## config.mk

```make
export PLATFORM = sky130hd
export DESIGN_NAME = conv_bin_bcd_display_flat
export DESIGN_NICKNAME = d
export VERILOG_FILES = /design/src/rtl/conv_bin_bcd_display_pkg.sv /design/src/rtl/conv_bin_bcd_display_if.sv /design/src/rtl/conv_bin_bcd_display_dec7seg.sv /design/src/rtl/conv_bin_bcd_display.sv /design/src/flat_wrapper.sv
export SDC_FILE = /design/constraint.sdc
export NUM_CORES = 1
export LEC_CHECK = 0
export BUFFER_PORTS_ARGS = -buffer_cell sky130_fd_sc_hd__buf_2
export CAP_MARGIN = 30
export CORE_UTILIZATION = 27
export CTS_BUF_LIST = sky130_fd_sc_hd__clkbuf_2
export CTS_CLUSTER_SIZE = 8
export DETAILED_ROUTE_END_ITERATION = 8
export GPL_TIMING_DRIVEN = 0
export SLEW_MARGIN = 20
export SYNTH_ARGS = -nofsm -noshare
export SYNTH_HDL_FRONTEND = slang
export SYNTH_SLANG_ARGS = --single-unit
export TNS_END_PERCENT = 1
```

## constraint.sdc

```tcl
create_clock -name clk -period 4.31 [get_ports clk]
set_input_delay 0.6465 -clock clk [delete_from_list [all_inputs] [get_ports clk]]
set_output_delay 0.6465 -clock clk [all_outputs]
set_load 0.005 [all_outputs]
```

## src/rtl/conv_bin_bcd_display_pkg.sv

```systemverilog
// Shared types and constants for the binary-to-BCD result/display stage.
package conv_bin_bcd_display_pkg;

  localparam int unsigned VAL_W = 9;
  localparam int unsigned BCD_W = 12;

  localparam logic [6:0] SEG_BLANK = 7'b1111111;
  localparam logic [6:0] SEG_MINUS = 7'b0111111;

  typedef enum logic [1:0] {
    ST_IDLE,
    ST_SHIFT,
    ST_DONE
  } state_t;

  // Double-dabble correction: every BCD nibble >= 5 gets +3 before the shift.
  function automatic logic [BCD_W-1:0] bcd_adjust(input logic [BCD_W-1:0] b);
    logic [BCD_W-1:0] r;
    r = b;
    for (int unsigned i = 0; i < BCD_W / 4; i++) begin
      if (b[4*i +: 4] >= 4'd5) r[4*i +: 4] = b[4*i +: 4] + 4'd3;
    end
    return r;
  endfunction

endpackage

```

## src/rtl/conv_bin_bcd_display_if.sv

```systemverilog
// Capture request/operand inputs and result/display outputs of conv_bin_bcd_display.
interface conv_bin_bcd_display_if;
  import conv_bin_bcd_display_pkg::*;

  logic             start;
  logic [7:0]       S;
  logic             Carry;
  logic             Ovf;
  logic             busy;
  logic             done;
  logic [BCD_W-1:0] bcd;
  logic             neg;
  logic             ovf_led;
  logic [3:0]       an;
  logic [6:0]       seg;

  modport master (
    output start, S, Carry, Ovf,
    input  busy, done, bcd, neg, ovf_led, an, seg
  );

  modport slave (
    input  start, S, Carry, Ovf,
    output busy, done, bcd, neg, ovf_led, an, seg
  );
endinterface

```

## src/rtl/conv_bin_bcd_display_dec7seg.sv

```systemverilog
// Combinational BCD digit to active-low {g,f,e,d,c,b,a} segment decoder.
module dec7seg
  import conv_bin_bcd_display_pkg::*;
(
  input  logic [3:0] bcd_i,
  output logic [6:0] seg_o
);

  always_comb begin
    seg_o = SEG_BLANK;
    case (bcd_i)
      4'd0: seg_o = 7'b1000000;
      4'd1: seg_o = 7'b1111001;
      4'd2: seg_o = 7'b0100100;
      4'd3: seg_o = 7'b0110000;
      4'd4: seg_o = 7'b0011001;
      4'd5: seg_o = 7'b0010010;
      4'd6: seg_o = 7'b0000010;
      4'd7: seg_o = 7'b1111000;
      4'd8: seg_o = 7'b0000000;
      4'd9: seg_o = 7'b0010000;
      default: seg_o = SEG_BLANK;
    endcase
  end

endmodule

```

## src/rtl/conv_bin_bcd_display.sv

```systemverilog
// Adder result stage: captures {Carry,S}, converts to 3 BCD digits, scans a 4-digit display.
// Optional SIGNED_MODE_EN: treat S as two's complement and show '-' on digit 3.
module conv_bin_bcd_display
  import conv_bin_bcd_display_pkg::*;
#(
  parameter int unsigned CLK_HZ     = 50_000_000,
  parameter int unsigned REFRESH_HZ = 1000
) (
  input logic                  clk,
  input logic                  rst,
  conv_bin_bcd_display_if.slave bus
);

  localparam int unsigned SCAN_DIV_RAW = CLK_HZ / (4 * REFRESH_HZ);
  localparam int unsigned SCAN_DIV     = (SCAN_DIV_RAW == 0) ? 1 : SCAN_DIV_RAW;
  localparam int unsigned SCAN_W       = ($clog2(SCAN_DIV) < 1) ? 1 : $clog2(SCAN_DIV);
  localparam logic [SCAN_W-1:0] SCAN_LAST = SCAN_W'(SCAN_DIV - 1);
  localparam logic [3:0]        LAST_ITER = 4'(VAL_W - 1);

  state_t             state_q, state_d;
  logic [3:0]         iter_q, iter_d;
  logic [VAL_W-1:0]   val_q, val_d;
  logic [BCD_W-1:0]   scr_q, scr_d;
  logic [BCD_W-1:0]   bcd_q, bcd_d;
  logic               neg_q, neg_d;
  logic               ovf_q, ovf_d;
  logic [BCD_W-1:0]   adj;
  logic [BCD_W+VAL_W-1:0] sh;

  always_ff @(posedge clk or posedge rst) begin
    if (rst) begin
      state_q <= ST_IDLE;
      iter_q  <= '0;
      val_q   <= '0;
      scr_q   <= '0;
      bcd_q   <= '0;
      neg_q   <= 1'b0;
      ovf_q   <= 1'b0;
    end else begin
      state_q <= state_d;
      iter_q  <= iter_d;
      val_q   <= val_d;
      scr_q   <= scr_d;
      bcd_q   <= bcd_d;
      neg_q   <= neg_d;
      ovf_q   <= ovf_d;
    end
  end

  always_comb begin
    state_d = state_q;
    iter_d  = iter_q;
    val_d   = val_q;
    scr_d   = scr_q;
    bcd_d   = bcd_q;
    neg_d   = neg_q;
    ovf_d   = ovf_q;
    adj     = bcd_adjust(scr_q);
    sh      = {adj[BCD_W-2:0], val_q, 1'b0};
    case (state_q)
      ST_IDLE: begin
        if (bus.start) begin
`ifdef SIGNED_MODE_EN
          neg_d = bus.S[7];
          val_d = bus.S[7] ? {1'b0, 8'(~bus.S + 8'd1)} : {1'b0, bus.S};
`else
          val_d = {bus.Carry, bus.S};
`endif
          ovf_d   = bus.Ovf;
          scr_d   = '0;
          iter_d  = '0;
          state_d = ST_SHIFT;
        end
      end
      ST_SHIFT: begin
        scr_d  = sh[BCD_W+VAL_W-1:VAL_W];
        val_d  = sh[VAL_W-1:0];
        iter_d = iter_q + 4'd1;
        // Load the held result on the final shift so bcd is valid alongside done.
        if (iter_q == LAST_ITER) begin
          bcd_d   = sh[BCD_W+VAL_W-1:VAL_W];
          state_d = ST_DONE;
        end
      end
      ST_DONE: state_d = ST_IDLE;
      default: state_d = ST_IDLE;
    endcase
  end

  assign bus.busy    = (state_q == ST_SHIFT);
  assign bus.done    = (state_q == ST_DONE);
  assign bus.bcd     = bcd_q;
  assign bus.ovf_led = ovf_q;
`ifdef SIGNED_MODE_EN
  assign bus.neg     = neg_q;
`else
  assign bus.neg     = 1'b0;
`endif

  logic [SCAN_W-1:0] scan_cnt_q;
  logic [1:0]        digit_q;

  always_ff @(posedge clk or posedge rst) begin
    if (rst) begin
      scan_cnt_q <= '0;
      digit_q    <= '0;
    end else if (scan_cnt_q == SCAN_LAST) begin
      scan_cnt_q <= '0;
      digit_q    <= digit_q + 2'd1;
    end else begin
      scan_cnt_q <= scan_cnt_q + 1'b1;
    end
  end

  logic [3:0] nib;
  logic       force_seg;
  logic [6:0] forced;
  logic [6:0] dec_seg;

  always_comb begin
    nib       = '0;
    force_seg = 1'b0;
    forced    = SEG_BLANK;
    case (digit_q)
      2'd0: nib = bcd_q[3:0];
      2'd1: begin
        nib       = bcd_q[7:4];
        force_seg = (bcd_q[11:4] == 8'd0);
      end
      2'd2: begin
        nib       = bcd_q[11:8];
        force_seg = (bcd_q[11:8] == 4'd0);
      end
      default: begin
        force_seg = 1'b1;
        forced    = bus.neg ? SEG_MINUS : SEG_BLANK;
      end
    endcase
  end

  dec7seg u_dec7seg (
    .bcd_i (nib),
    .seg_o (dec_seg)
  );

  assign bus.an  = ~(4'b0001 << digit_q);
  assign bus.seg = force_seg ? forced : dec_seg;

endmodule

```

## src/flat_wrapper.sv

```systemverilog
// flat-port wrapper written by rule: the top's interface ports become plain ports
module conv_bin_bcd_display_flat import conv_bin_bcd_display_pkg::*;
#(
  parameter int unsigned CLK_HZ     = 50_000_000,
  parameter int unsigned REFRESH_HZ = 1000
)
  (clk, rst, bus_start, bus_S, bus_Carry, bus_Ovf, bus_busy, bus_done, bus_bcd, bus_neg, bus_ovf_led, bus_an, bus_seg);
  conv_bin_bcd_display_if bus_i ();
  input logic clk;
  input logic rst;
  input wire logic [$bits(bus_i.start)-1:0] bus_start;
  input wire logic [$bits(bus_i.S)-1:0] bus_S;
  input wire logic [$bits(bus_i.Carry)-1:0] bus_Carry;
  input wire logic [$bits(bus_i.Ovf)-1:0] bus_Ovf;
  output wire logic [$bits(bus_i.busy)-1:0] bus_busy;
  output wire logic [$bits(bus_i.done)-1:0] bus_done;
  output wire logic [$bits(bus_i.bcd)-1:0] bus_bcd;
  output wire logic [$bits(bus_i.neg)-1:0] bus_neg;
  output wire logic [$bits(bus_i.ovf_led)-1:0] bus_ovf_led;
  output wire logic [$bits(bus_i.an)-1:0] bus_an;
  output wire logic [$bits(bus_i.seg)-1:0] bus_seg;
  assign bus_i.start = bus_start;
  assign bus_i.S = bus_S;
  assign bus_i.Carry = bus_Carry;
  assign bus_i.Ovf = bus_Ovf;
  assign bus_busy = bus_i.busy;
  assign bus_done = bus_i.done;
  assign bus_bcd = bus_i.bcd;
  assign bus_neg = bus_i.neg;
  assign bus_ovf_led = bus_i.ovf_led;
  assign bus_an = bus_i.an;
  assign bus_seg = bus_i.seg;
  conv_bin_bcd_display #(.CLK_HZ(CLK_HZ), .REFRESH_HZ(REFRESH_HZ)) u_core (.clk(clk), .rst(rst), .bus(bus_i));
endmodule
```

## After elaboration in Yosys (flattened, before gate mapping)

Memory sizes are Yosys's and may differ from the RTL's.
Cells that the tools add are included.

- Memories kept: 1
- ROM bits: 112
- RAM bits: 0
- Input port bits: 13
- Bits in latches: 0
- Register bits: 56

Memories:

| memory | words | bits a word | read ports | clocked after Yosys merged registers in | wr ports | line | source |
|---|---|---|---|---|---|---|---|
| (no name shown) | 16 | 7 | 1 | 0 | 0 | conv_bin_bcd_display_dec7seg.sv:11 | `case (bcd_i)` |

- Muxes and demuxes: 16
- Reductions and logical operators: 9
- Equality and inequality tests: 8
- Bitwise gates (word level): 1
- Multipliers: 0
- $add $sub $neg: 6
- Magnitude comparators: 3
- Div/mod/pow operators: 0
- Shift-type cells: 1

Operators with widths:

| cell | count |
|---|---|
| $pmux 12 s2 | 1 |
| $pmux 9 s2 | 1 |
| $add 14x1->14 const B | 1 |
| $eq 14x14->1 const B | 1 |
| $mux 14 | 1 |
| $ge 4x3->1 const B | 3 |
| $mux 12 | 1 |
| $mux 4 | 3 |
| $pmux 4 s3 | 1 |
| $mux 9 | 1 |
| $add 4x2->4 const B | 2 |
| $logic_not 8->1 | 1 |
| $pmux 4 s2 | 1 |
| $reduce_and 2->1 | 4 |
| $mux 7 | 1 |
| $add 4x1->4 const B | 1 |
| $eq 2x1->1 const B | 2 |
| $eq 2x2->1 const B | 2 |
| $eq 4x4->1 const B | 1 |
| $logic_not 2->1 | 2 |
| $logic_not 4->1 | 1 |
| $mux 2 | 2 |
| $not 4->4 | 1 |
| $pmux 2 s2 | 1 |
| other kinds (8) | 8 |

## Depth between registers and ports, before layout

Gate-level depths: netlist of run 1.
An unclocked memory read counts as a cell.

- Depth in word-level cells: 4
- Mapped depth: 9
- Gate-level depth less buffers: 9

## Modules after synthesis

Synthesis of run 1 repeated with hierarchy kept, for this count alone.

- Cells, all modules: 318
- Area total of the unflattened synthesis: 3014.1 µm²

Modules (own cells, without submodules):

| module | sequential area each (µm²) | area an instance (µm²) | times used | cells each |
|---|---|---|---|---|
| conv_bin_bcd_display | 1401.3 | 2803.9 | 1 | 285 |
| dec7seg | 0.0 | 210.2 | 1 | 33 |

## Worst setup path before layout of run 1

Ideal clock, no wire load.

- Path type: reg-to-output
- From: register u_core.digit_q[0]
- To: output bus_seg[0]
- Slack: 1.708 ns
- Stages on the path, launching flop included: 7
- Data required time: 3.664 ns
- Arrival time: 1.955 ns
- Path through: dfrtp_1 -> inv_1 -> ha_1 -> a222oi_1 -> a21oi_1 -> a211oi_2 -> o21ai_1

- Word-level cells in the longest chain between the ends: 4
- Elaborated cells on any way between the ends: 7

Ends and longest elaborated chain:

| element | line | source |
|---|---|---|
| start, declared | conv_bin_bcd_display.sv:101 | `logic [1:0] digit_q;` |
| start signal, assigned | conv_bin_bcd_display.sv:109 | `digit_q <= digit_q + 2'd1;` |
| $eq 2x2->1 (tied with other cells) | -- |  |
| $pmux 4 s3 | conv_bin_bcd_display.sv:124 | `case (digit_q)` |
| $mem_v2 16x7 | -- |  |
| $mux 7 * | conv_bin_bcd_display.sv:147 | `assign bus.seg = force_seg ? forced : dec_seg;` |
| end, declared | flat_wrapper.sv:21 | `output wire logic [$bits(bus_i.seg)-1:0] bus_seg;` |

Mark *: on every way between the ends. The rest lies on a longest branch, timed or not.

## Final worst setup path of run 1

- From: register u_core.digit_q[0]
- To: output bus_seg[3]

The elaborated chain is that of the path after synthesis.

==> results of run 1 <==
-- registers in the layout, indices dropped and copies added (netlist names) --
signal and count:
u_core.bus.bcd 12, u_core.bus.ovf_led 1, u_core.digit_q 2, u_core.iter_q 4, u_core.scan_cnt_q 14, u_core.scr_q 12, u_core.state_q 2, u_core.val_q 9
-- layer usage --
metal,GRT usage [%],up-vias,routed length [um]
li1,-,1154,-
met1,16.0,1176,3120
met2,19.7,37,3130
met3,2.33,0,252
met4,4.56,0,0
met5,0,-,0
-- per-stage QoR --
step / setup slack [ns] / power [mW] / instance area, um2
global placement: 1.34 / 1.76 / 3280
finish: 0.669 / 2.05 / 3350
floorplan: 1.71 / 1.47 / 2920
CTS: 0.668 / 2.07 / 3350
detailed placement: 1.23 / 1.81 / 3280
global route: 0.313 / 2.25 / 3350
-- where the power goes --
| part | switching (mW) | internal [mW] |
|---|---|---|
| sequential | 0.154 | 0.691 |
| combinational | 0.532 | 0.405 |
| clock | 0.172 | 0.0973 |
| total | 0.858 | 1.19 |
-- worst max-delay path, stage by stage (launching register included) --
cell	delay [ns]
dfrtp_1	0.48
inv_1	0.11
ha_1	0.27
a222oi_1	0.88
a21oi_1	0.18
a211oi_2	0.37
o21ai_1	0.12
buf_2	0.14
-- logic make-up after synthesis --
group	synth area share, %
other	0.128
AND/OR/NAND/NOR	18.2
AO/OA/AOI/OAI	14.0
adder cells (fa/ha/maj)	8.14
multiplexers	2.31
flip-flops	48.0
XOR/XNOR	5.10
buffers and inverters	4.24
-- final cells by class --
| type | instances | area (um2) | area share [%] |
|---|---|---|---|
| plain buffers | 12 | 48.8 | 1.46 |
| clock buffers | 5 | 25.0 | 0.747 |
| clock inverters | 3 | 42.5 | 1.27 |
| inverters | 20 | 77.6 | 2.31 |
| multi-input cells | 220 | 1400 | 41.7 |
| flip-flops and latches | 56 | 1400 | 41.8 |
| well taps | 136 | 170 | 5.08 |
| repair buffers | 38 | 190 | 5.67 |
-- Yosys cell counts, types with 2 or more instances --
master,number,area share (%)
nand2b_1,4,0.86
nand2_1,32,4.1
nand4_1,4,0.86
dfrtp_1,56,48
nand3_1,17,2.9
o22ai_1,8,1.7
nor4_1,3,0.64
nor3b_1,6,1.5
nor2_1,31,4.0
a32o_1,3,1.0
xor2_1,5,1.5
ha_1,19,8.1
inv_1,20,2.6
or2_1,2,0.43
o21ai_1,11,1.9
o21ai_0,21,3.6
o31ai_1,5,1.3
mux2_2,5,1.9
nor2b_1,2,0.43
a21oi_1,12,2.1
a222oi_1,4,1.4
xnor2_1,12,3.6
clkbuf_1,10,1.3
-- worst max path at each step --
stage | startpoint | to | slack [ns] | cells after the start
6_report | u_core.digit_q[0] | bus_seg[3] | 0.67 | 7
5_1_grt | u_core.digit_q[0] | bus_seg[1] | 0.31 | 7
4_1_cts | u_core.digit_q[0] | bus_seg[3] | 0.67 | 7
3_5_place_dp | u_core.digit_q[0] | bus_seg[3] | 1.23 | 7
3_3_place_gp | u_core.digit_q[0] | bus_seg[0] | 1.34 | 7
2_1_floorplan | u_core.digit_q[0] | bus_seg[0] | 1.71 | 6
-- layout by cell type, fill, tap and decap left out, drive strengths merged, types with 2 or more instances in the layout --
master,synthesis,final
dfrtp,56,56
or2,3,3
nand3,17,17
a21oi,12,12
clkbuf,10,15
ha,19,19
buf,2,40
a32o,3,3
nand2,32,32
nor2b,2,2
nor3b,6,6
o21ai,32,32
nand2b,4,4
xor2,5,5
mux2,6,6
a222oi,4,4
nor4,3,3
nor2,31,31
clkinv,0,2
nand4,4,4
o22ai,8,8
inv,20,20
xnor2,12,12
o31ai,5,5
==> flow_summary.ini, run 1 <==
[run_status]
status = completed

[timing]
setup_violations = 0
relSlewSlack_pct = 34.9
worst_hold_slack_ns = 0.242
period_needed_ns = 3.64
fin_worst_skew_ns = 0.0219
max_freq_ghz = 0.275
finalHoldViolCount = 0
tightest_slew_ns = 0.976
slew_viol_final = 0
rsz0062_at_grt = no
finalCritPeriodShare_pct = 84.5
finalSetupTns_ns = 0

[worst_setup_path]
crit_arrival_ns = 2.99
timing.critical_path.from_type = register
crit_required_ns = 3.66
crit_type = register to primary output
r2r-end = u_core.digit_q[1]
worst-path-max-fanout = 8
rr_worst_depth = 4
rrSetupSlack_ns = 2.32
rr_startpoint = u_core.scan_cnt_q[2]
crit_path_end_kind = primary output

[layout]
nFillCells = 1104
area_growth_pct = 14.7
utilization_pct = 32.2
num-nets-final = 385
drive_gt1_share_pct = 15.5
antennaDiodeCount = 0
final_cells = 490

[die]
start_util_pct = 28.0
die-area_um2 = 11200
io_pins = 40
coreArea_um2 = 10400
die_y_um = 106
dieWidth_um = 106
rows = 37

[global_routing]
grt_max_degree = 57
grt_pass1_vias = 2308
grt_pass1_wl_mm = 11.0
overflow = 0
grt.total_usage_pct = 12.1
antenna_found_initial = 0

[routing]
vias = 2367
via_per_inst = 4.83
route.detailed.drc = 0
wl_per_cell_um = 13.3
drt_pass1_iterations = 4
routed_wl_mm = 6.50
ant_nets = 0
initialDrtViolationCount = 140

[yosys]
syn_avg_cell_area_um2 = 9.49
syn-cell-area_um2 = 2920
yosysWarnings = 0
yosys.cell_types.count = 39
yosysSeqAreaShare_pct = 48.0
ys.flop_type = dfrtp_1
synth_seq_cells = 56
syn_nets = 340
asyncSetResetFlopFracSynth_pct = 100
synth_edf_count = 0
syn_inst = 308

[pwr]
peakVddDrop_mv = 0.226
p_leak_nw = 1.53
power.density_nw_per_um2 = 612

[clock_network]
clk_pin_slew_ns = 0.30
cts_buffers = 5
clk_latency_ns = 0.46
clock_sink_count = 56
ctsResizeCount = 0
clockBufferDepth = 2
cts-root-buf = clkbuf_2
cts_tree = done
cts_hold_buf = 0
post_cts_buffers = 0
cts_max_level = 2

[min_path]
hold_path_class = input port to async pin

[placement]
portBuffers = 38
hpwl_mm = 4.78
gp_routability_congestion = 0.776
dp_cells = 482

[job]
maxCapViolCount = 0
No activity file was read; power rests on OpenSTA's default activity.
==> run 2: changes to the inputs <==
==> constraint.sdc (replaced) <==
create_clock -name clk -period 3.3 [get_ports clk]
set_input_delay 0.495 -clock clk [delete_from_list [all_inputs] [get_ports clk]]
set_output_delay 0.495 -clock clk [all_outputs]
set_load 0.005 [all_outputs]
==> run 2 against run 1 <==
- sequential cell count unchanged
- highest routed layer is now met4
- clock-buffer cell count unchanged
- sequential power increased by 30%
- global-route usage unchanged
- final cell count increased by 1.8%
==> flow_summary.ini, run 2 (synthesized netlist as in run 1, its figures left out) <==
[worst_setup_path]
crit_required_ns = 2.80
crit_arrival_ns = 2.72
max_stage_delay_ns = 0.48
crit_type = register to primary output
path_cells = buf_6 > ha_4 > a222oi_1 > nor2_1 > inv_1 > ha_2 > mux2_1 > nand2_1 > a221o_1 > buf_2
timing.critical_path.from_type = register
crit_slowest_cell = dfrtp_1
critPathBufInv = 3
cpLargestDelayFamily = compound AO/OA/AOI/OAI gates
crit_path_end_kind = primary output
worst-path-max-fanout = 5

[timing]
rsz0062_at_grt = yes
tightest_slew_ns = 0.709
fin_worst_skew_ns = 0.0226
finalHoldViolCount = 0
slew_viol_final = 0
max_freq_ghz = 0.311
finalCritPeriodShare_pct = 97.5
setup_violations = 0
setup_slack_ns = 0.0830
relSlewSlack_pct = 52.6
period_needed_ns = 3.22

[layout]
largest_register_ffs = 14
nFillCells = 1092
drive_gt1_share_pct = 19.6
most-common-layout-cells = 56 x dfrtp_1, 38 x buf_2, 32 x nand2_1, 31 x nor2_1, 21 x o21ai_0
antennaDiodeCount = 0
num-nets-final = 394
layout_commonest_cell = dfrtp_1
area_growth_pct = 18.2
utilization_pct = 33.1
top_register = u_core.scan_cnt_q

[routing]
ant_nets = 0
route.detailed.drc = 0
wl_per_cell_um = 13.2
routed_wl_mm = 6.59
via_per_inst = 4.79
initialDrtViolationCount = 128
drt_pass1_iterations = 4
vias = 2390

[clock_network]
clock_sink_count = 56
cts_buffers = 5
cts_tree = done
clk_latency_ns = 0.46
clk_pin_slew_ns = 0.30
cts-root-buf = clkbuf_2
cts_max_level = 2
clockBufferDepth = 2

[global_routing]
grt_pass1_vias = 2312
antenna_found_initial = 0
grt_pass1_wl_mm = 11.0
overflow = 0
grt.total_usage_pct = 12.1
grt_max_degree = 57

[die]
dieWidth_um = 106
die-area_um2 = 11200
rows = 37
start_util_pct = 28.0
die_y_um = 106
coreArea_um2 = 10400
io_pins = 40

[placement]
gp_routability_congestion = 0.776
hpwl_mm = 4.78
portBuffers = 38
pre_cts_ws_ns = 0.368

[pwr]
p_leak_nw = 1.57
peakVddDrop_mv = 0.298
power.density_nw_per_um2 = 790

[job]
maxCapViolCount = 0

[min_path]
hold_path_class = input port to async pin

[run_status]
status = completed
[run 2: worst register-to-register path, stage by stage (launching register included)]
cell	delay [ns]
dfrtp_1	0.51
nor4b_1	0.32
nand4b_1	0.15
nor3_2	0.54
mux2_2	0.41
[run 2: cell type report]
| class | instances | area (um2) | area share [%] |
|---|---|---|---|
| clock inverter | 3 | 42.5 | 1.23 |
| inverter | 20 | 77.6 | 2.25 |
| tap | 136 | 170 | 4.93 |
| timing repair buffer | 47 | 262 | 7.58 |
| buffer | 12 | 48.8 | 1.41 |
| multi-input combinational | 220 | 1430 | 41.3 |
| clock buffer | 5 | 25.0 | 0.725 |
| sequential | 56 | 1400 | 40.6 |
[run 2: path summary, 6_finish.rpt]
kind | endpoint | cells after the start | slack, ns | start
worst max-delay path | bus_seg[4] | 10 | 0.08 | u_core.digit_q[1]
worst min-delay path | u_core.val_q[8] | 2 | 0.09 | rst
worst max register to register | u_core.digit_q[1] | 4 | 1.31 | u_core.scan_cnt_q[2]
worst min register to register | u_core.bus.ovf_led | 2 | 0.52 | u_core.bus.ovf_led
max in group asynchronous | u_core.bus.bcd[7] | 2 | 2.75 | rst
min in group clk | u_core.bus.ovf_led | 3 | 0.20 | bus_Ovf
[run 2: per-stage QoR]
stage	setup TNS, ns	hold slack [ns]	total power [mW]	cells	instance area, um2
6_report	0	0.0947	2.73	499	3450
5_1_grt	-0.134	0.105	2.99	499	3450
4_1_cts	-0.0852	0.110	2.73	492	3370
3_5_place_dp	0	0.466	2.36	482	3280
3_3_place_gp	0	0.464	2.30	482	3280
2_1_floorplan	0	0.457	1.92	308	2920
[run 2: power by group]
| part | internal [mW] | switching [mW] |
|---|---|---|
| registers | 0.902 | 0.202 |
| logic | 0.565 | 0.705 |
| clock network | 0.127 | 0.226 |
[run 2: repair_timing]
item | in CTS | in global routing
setup endpoints to repair | 7 | 7
hold buffers | 0 | 0
setup buffers | 2 | 7
resized for setup | 0 | 10
pin swaps | 1 | 7
hold endpoints to repair | 0 | 0
cloned | 0 | 0
[run 2: metal layers]
metal | GRT usage (%) | vias to the layer above | routed length (um)
met2 | 19.7 | 41 | 3130
met1 | 16.1 | 1176 | 3140
met3 | 2.33 | 2 | 273
li1 | - | 1171 | -
met4 | 4.37 | 0 | 52
met5 | 0 | - | 0
